**src/rtl/sprite_pkg.sv**
```systemverilog
// Shared constants for the sprite rasteriser: screen size, shape codes, colours, FSM states.
package sprite_pkg;

  localparam int unsigned SCREEN_W = 160;
  localparam int unsigned SCREEN_H = 120;

  localparam int unsigned SHAPE_DIAMOND = 0;
  localparam int unsigned SHAPE_SOLID   = 1;
  localparam int unsigned SHAPE_FRAME   = 2;

  localparam logic [2:0] BLACK   = 3'b000;
  localparam logic [2:0] BLUE    = 3'b001;
  localparam logic [2:0] GREEN   = 3'b010;
  localparam logic [2:0] CYAN    = 3'b011;
  localparam logic [2:0] RED     = 3'b100;
  localparam logic [2:0] MAGENTA = 3'b101;
  localparam logic [2:0] YELLOW  = 3'b110;
  localparam logic [2:0] WHITE   = 3'b111;

  // Row/column counter width; sprites are at most 16x16.
  localparam int unsigned CntW = 4;

  typedef enum logic [1:0] {StIdle, StScan, StFinish} state_e;

endpackage

```
**src/rtl/sprite_rom.sv**
```systemverilog
// Combinational built-in bitmap: returns the pixel bit of the selected shape at (row, col).
module sprite_rom
  import sprite_pkg::*;
#(
  parameter int unsigned SPRITE_W = 16,
  parameter int unsigned SPRITE_H = 16,
  parameter int unsigned SHAPE    = 0
) (
  input  logic [CntW-1:0] row_i,
  input  logic [CntW-1:0] col_i,
  output logic            bit_o
);

  localparam int unsigned MaxDim = (SPRITE_W > SPRITE_H) ? SPRITE_W : SPRITE_H;

  int dx;
  int dy;

  always_comb begin
    bit_o = 1'b0;
    // Doubled distances from the centre keep even sizes in integer arithmetic.
    dx = 2 * int'(col_i) - int'(SPRITE_W - 1);
    dy = 2 * int'(row_i) - int'(SPRITE_H - 1);
    if (dx < 0) dx = -dx;
    if (dy < 0) dy = -dy;
    case (SHAPE)
      SHAPE_DIAMOND: bit_o = (dx + dy) <= (int'(MaxDim) - 1);
      SHAPE_SOLID:   bit_o = 1'b1;
      SHAPE_FRAME:   bit_o = (row_i == '0) || (row_i == CntW'(SPRITE_H - 1)) ||
                             (col_i == '0) || (col_i == CntW'(SPRITE_W - 1));
      default:       bit_o = 1'b0;
    endcase
  end

endmodule

```
**src/rtl/sprite_plotter.sv**
```systemverilog
// Sprite rasteriser: scans a WxH bitmap at a latched origin, one registered pixel per cycle.
// Define SPRITE_CLIP_EN to suppress plots for cells outside the 160x120 screen.
module sprite_plotter
  import sprite_pkg::*;
#(
  parameter int unsigned SPRITE_W  = 16,
  parameter int unsigned SPRITE_H  = 16,
  parameter int unsigned SHAPE     = 0,
  parameter logic [2:0]  BG_COLOUR = 3'b000
) (
  input  logic       clk,
  input  logic       reset_n,
  input  logic       start,
  input  logic [7:0] x,
  input  logic [6:0] y,
  input  logic [2:0] colour,
  input  logic       erase,
  output logic       busy,
  output logic       done,
  output logic [7:0] xout,
  output logic [6:0] yout,
  output logic [2:0] colour_out,
  output logic       plot
);

  state_e            state_q, state_d;
  logic [CntW-1:0]   row_q, row_d, col_q, col_d;
  logic [7:0]        x0_q, x0_d;
  logic [6:0]        y0_q, y0_d;
  logic [2:0]        colour_q, colour_d;
  logic              erase_q, erase_d;
  logic              busy_q, busy_d, done_q, done_d, plot_q, plot_d;
  logic [7:0]        xout_q, xout_d;
  logic [6:0]        yout_q, yout_d;
  logic [2:0]        colour_out_q, colour_out_d;

  logic [8:0]        xsum;
  logic [7:0]        ysum;
  logic              on_screen, rom_bit, last_col, last_row;

  sprite_rom #(
    .SPRITE_W (SPRITE_W),
    .SPRITE_H (SPRITE_H),
    .SHAPE    (SHAPE)
  ) u_rom (
    .row_i (row_q),
    .col_i (col_q),
    .bit_o (rom_bit)
  );

  assign xsum     = {1'b0, x0_q} + 9'(col_q);
  assign ysum     = {1'b0, y0_q} + 8'(row_q);
  assign last_col = (col_q == CntW'(SPRITE_W - 1));
  assign last_row = (row_q == CntW'(SPRITE_H - 1));

`ifdef SPRITE_CLIP_EN
  assign on_screen = (xsum < 9'(SCREEN_W)) && (ysum < 8'(SCREEN_H));
`else
  // Coordinates wrap; the carry bits only matter when clipping.
  logic unused_carry;
  assign unused_carry = xsum[8] ^ ysum[7];
  assign on_screen    = 1'b1;
`endif

  always_comb begin
    state_d      = state_q;
    row_d        = row_q;
    col_d        = col_q;
    x0_d         = x0_q;
    y0_d         = y0_q;
    colour_d     = colour_q;
    erase_d      = erase_q;
    busy_d       = busy_q;
    done_d       = 1'b0;
    plot_d       = 1'b0;
    xout_d       = xout_q;
    yout_d       = yout_q;
    colour_out_d = colour_out_q;
    case (state_q)
      StIdle: begin
        if (start) begin
          x0_d     = x;
          y0_d     = y;
          colour_d = colour;
          erase_d  = erase;
          row_d    = '0;
          col_d    = '0;
          busy_d   = 1'b1;
          state_d  = StScan;
        end
      end
      StScan: begin
        plot_d       = rom_bit & on_screen;
        xout_d       = xsum[7:0];
        yout_d       = ysum[6:0];
        colour_out_d = erase_q ? BG_COLOUR : colour_q;
        if (last_col) begin
          col_d = '0;
          if (last_row) begin
            state_d = StFinish;
          end else begin
            row_d = row_q + 1'b1;
          end
        end else begin
          col_d = col_q + 1'b1;
        end
      end
      StFinish: begin
        done_d  = 1'b1;
        busy_d  = 1'b0;
        state_d = StIdle;
      end
      default: state_d = StIdle;
    endcase
  end

  always_ff @(posedge clk or negedge reset_n) begin
    if (!reset_n) begin
      state_q      <= StIdle;
      row_q        <= '0;
      col_q        <= '0;
      x0_q         <= '0;
      y0_q         <= '0;
      colour_q     <= '0;
      erase_q      <= 1'b0;
      busy_q       <= 1'b0;
      done_q       <= 1'b0;
      plot_q       <= 1'b0;
      xout_q       <= '0;
      yout_q       <= '0;
      colour_out_q <= '0;
    end else begin
      state_q      <= state_d;
      row_q        <= row_d;
      col_q        <= col_d;
      x0_q         <= x0_d;
      y0_q         <= y0_d;
      colour_q     <= colour_d;
      erase_q      <= erase_d;
      busy_q       <= busy_d;
      done_q       <= done_d;
      plot_q       <= plot_d;
      xout_q       <= xout_d;
      yout_q       <= yout_d;
      colour_out_q <= colour_out_d;
    end
  end

  assign busy       = busy_q;
  assign done       = done_q;
  assign plot       = plot_q;
  assign xout       = xout_q;
  assign yout       = yout_q;
  assign colour_out = colour_out_q;

endmodule

```
**config.mk**
```make
export PLATFORM = sky130hd
export DESIGN_NAME = sprite_plotter
export DESIGN_NICKNAME = d
export VERILOG_FILES = /design/src/rtl/sprite_pkg.sv /design/src/rtl/sprite_rom.sv /design/src/rtl/sprite_plotter.sv
export SDC_FILE = /design/constraint.sdc
export NUM_CORES = 1
export LEC_CHECK = 0
export BUFFER_PORTS_ARGS = -buffer_cell sky130_fd_sc_hd__buf_2
export CAP_MARGIN = 10
export CORE_MARGIN = 8
export CORE_UTILIZATION = 60
export DETAILED_ROUTE_END_ITERATION = 8
export PLACE_DENSITY_LB_ADDON = 0.2
export SLEW_MARGIN = 20
export SYNTH_ARGS = -nofsm -noshare
export SYNTH_HDL_FRONTEND = slang
export SYNTH_HIERARCHICAL = 1
export SYNTH_SLANG_ARGS = --single-unit
```
**constraint.sdc**
```tcl
create_clock -name clk -period 4.05 [get_ports clk]
set_input_delay 0.6075 -clock clk [delete_from_list [all_inputs] [get_ports clk]]
set_output_delay 0.6075 -clock clk [all_outputs]
set_load 0.005 [all_outputs]
```
==> summary.md <==
| Metric | Value |
|---|---|
| First-pass GRT wire length | `8.87 mm` |
| CTS clock-pin slew for the worst setup and hold paths | `0.09 ns` |
| Number of port buffers | `42` |
| Critical path required time | `4.28 ns` |
| Post-synth EDFFs | `0` |
| Post-cts sizing count | `0` |
| Num Clock Sinks | `50` |
| Reg2reg start | `state_q[0]` |
| Lkg Pwr | `1.37 nW` |
| Flop-to-flop setup slack | `1.81 ns` |
| Min-delay worst type | `input port to asynchronous set/reset pin` |
| WL/cell | `16.1 um` |
| Rows | `23` |
| Hpwl dp | `3.78 mm` |
| Worst-Margin Slew | `0.956 ns` |
| Outcome | `completed` |
| Final ANT Viol Nets | `0` |
| Slew Limit Fails | `0` |
| Initial DRC Count | `114` |
| Most frequent cells after synthesis | `dfrtp_1 (50), nand2_1 (38), mux2_2 (19)` |
| Post-synthesis sequential area ratio | `49.7%` |
| Cts hold-fix bufs | `0` |
| Antenna violations before repair | `0` |
| DP Cell Count | `317` |
| Syn Area/Cell | `10.9 um2` |
| Syn nets | `267` |
| Final worst-path cycle share | `55.2%` |
| Total vias in the final route | `1903` |
| Die H | `80.8 um` |
| Post-synth top area share | `49.7%` |
| Drt pass-1 iters | `4` |
| Vias in the first global route | `1886` |
| Crit path kind | `flip-flop to flip-flop` |
| Largest net degree at the start of global routing | `51` |
| Setup violations, final | `0` |
| Clk_skew | `0.00773 ns` |
| Largest cells by area after synthesis | `dfrtp_1 (50%), mux2_2 (8.5%), ha_1 (6.0%)` |
| Final-report hold violation count | `0` |
| Num CTS Buffers | `5` |
| Die X-Extent | `80.8 um` |
| Clk buf depth | `2` |
| Layout cells sized above 1 | `26.2%` |
| Worst setup EP type | `flip-flop` |
| Antenna Cells | `0` |
| RSZ-0062 raised after global routing | `false` |
| #FFs+latches synth | `50` |
| Data arrival, critical path | `2.46 ns` |
| Distinct cells, synth | `43` |
| R2R cell count | `4` |
| Setup bufs post-CTS | `0` |
| CTS root buffer | `clkbuf_8` |
| RePlAce Congestion | `0.854` |
| Slew Limit Headroom | `36.1%` |
| CP startpoint | `state_q[0]` |
| Worst skew pair latency | `0.31 ns` |
| Routed wire length | `5.24 mm` |
| Core ar. | `0.00403 mm2` |
| Non-Filler Instances | `325` |
| Post-route minimum period | `2.24 ns` |
| Post-Synthesis Cells | `231` |
| Via density | `5.86` |
| Post-Syn Area | `0.00252 mm2` |
| Total Routing Usage GR | `17.3%` |
| Number of max-cap violations | `0` |
| Most numerous cell in the Yosys netlist | `dfrtp_1` |
| VDD IR max | `416 uV` |
| Initial Util | `62.5%` |
| Setup TNS | `0 ns` |
| CTS tree | `done` |
| Remaining Overflow, GRT | `0` |
| Startpoint types | `flip-flop` |
| Io pins | `43` |
| Pwr dens | `772 mW/mm2` |
| Ys Warns | `6` |
| Fillers | `310` |
| CTS HTree Levels | `2` |
| DRC Markers | `0` |
| Synth Flop Type | `dfrtp_1` |
| Yosys top cell by area | `dfrtp_1` |
| Final nets | `310` |
| Fmax | `447 MHz` |
| Syn-to-layout area delta | `14.5%` |
| Die ar. | `0.00652 mm2` |
| Asr flop ratio synth | `100%` |
| CP max FO | `25` |
-- flip-flops by register name, indices dropped and copies added, names as in the netlist --
name	count
xout	8
plot	1
col_q	4
done	1
x0_q	8
row_q	4
y0_q	7
erase_q	1
busy	1
colour_q	3
colour_out	3
yout	7
state_q	2
-- worst max-delay path, cell delays in order (launching register included) --
cell and delay (ns):
dfrtp_1 0.60, nand2b_1 0.56, buf_4 0.39, or4_1 0.50, o211ai_1 0.10
-- through the flow --
stage	hold WS, ns	total power [mW]	cell area, um2	setup WS [ns]	utilization, %
final	0.313	2.22	2880	1.81	71.5
after global routing	0.360	2.41	2880	1.61	71.5
after CTS	0.483	2.24	2880	1.81	71.4
after detailed placement	0.461	1.89	2770	1.83	68.7
after global placement	0.463	1.83	2770	1.90	68.7
after floorplan	0.312	1.59	2520	2.24	-
-- cell families (layout without fill, tap and decap cells) --
family / Yosys count / after routing / synth area share, %
buffers and inverters: 13 / 57 / 2.14
flip-flops: 50 / 50 / 49.7
adder cells (fa/ha/maj): 14 / 14 / 7.56
XOR/XNOR: 11 / 11 / 3.83
multiplexers: 20 / 20 / 8.90
AO/OA/AOI/OAI: 47 / 47 / 13.0
AND/OR/NAND/NOR: 76 / 76 / 14.9
-- layout by cell type (no fill, tap or decap), drive strengths merged, types with 2 or more instances in the layout --
cell type	netlist	routed
nand4b	2	2
fa	2	2
a31oi	2	2
a21o	3	3
a211o	2	2
xnor2	5	5
mux2	19	19
nand2	38	38
a22o	2	2
nor2	4	4
inv	5	5
xor2	6	6
o311ai	2	2
nand3b	3	3
nor3b	5	5
o21a	2	2
a211oi	6	6
or4	2	2
ha	12	12
nor3	4	4
a21oi	4	4
buf	5	44
dfrtp	50	50
clkbuf	3	5
clkinv	0	2
o31ai	5	5
nand3	10	10
o21ai	13	13
nor2b	2	2
o211ai	2	2
-- worst paths after layout --
kind / to
worst min-delay path: done
worst min register to register: yout[3]
min in group clk: yout[3]
worst max-delay path: xout[7]
worst max register to register: xout[7]
max in group asynchronous: colour_out[0]
-- power breakdown --
part | internal, mW | switching, mW
Sequential | 0.726 | 0.209
Clock | 0.182 | 0.166
Combinational | 0.485 | 0.456
Total | 1.39 | 0.831
-- layout make-up --
class	instances	area, um2	area share [%]
flip-flops and latches	50	1250	43.4
multi-input cells	168	1210	42.1
clock inverters	3	40.0	1.39
clock buffers	5	68.8	2.39
well taps	50	62.6	2.17
inverters	5	18.8	0.652
repair buffers	44	228	7.91
-- layer usage --
metal	GRT usage (%)	share of wire, %	vias to the layer above
met1	21.5	43	918
met2	28.2	50	54
met3	5.74	6.3	4
met4	4.82	0.67	0
met5	0	0	-
li1	-	-	927
Note: power is estimated with default switching activity, not from simulation.
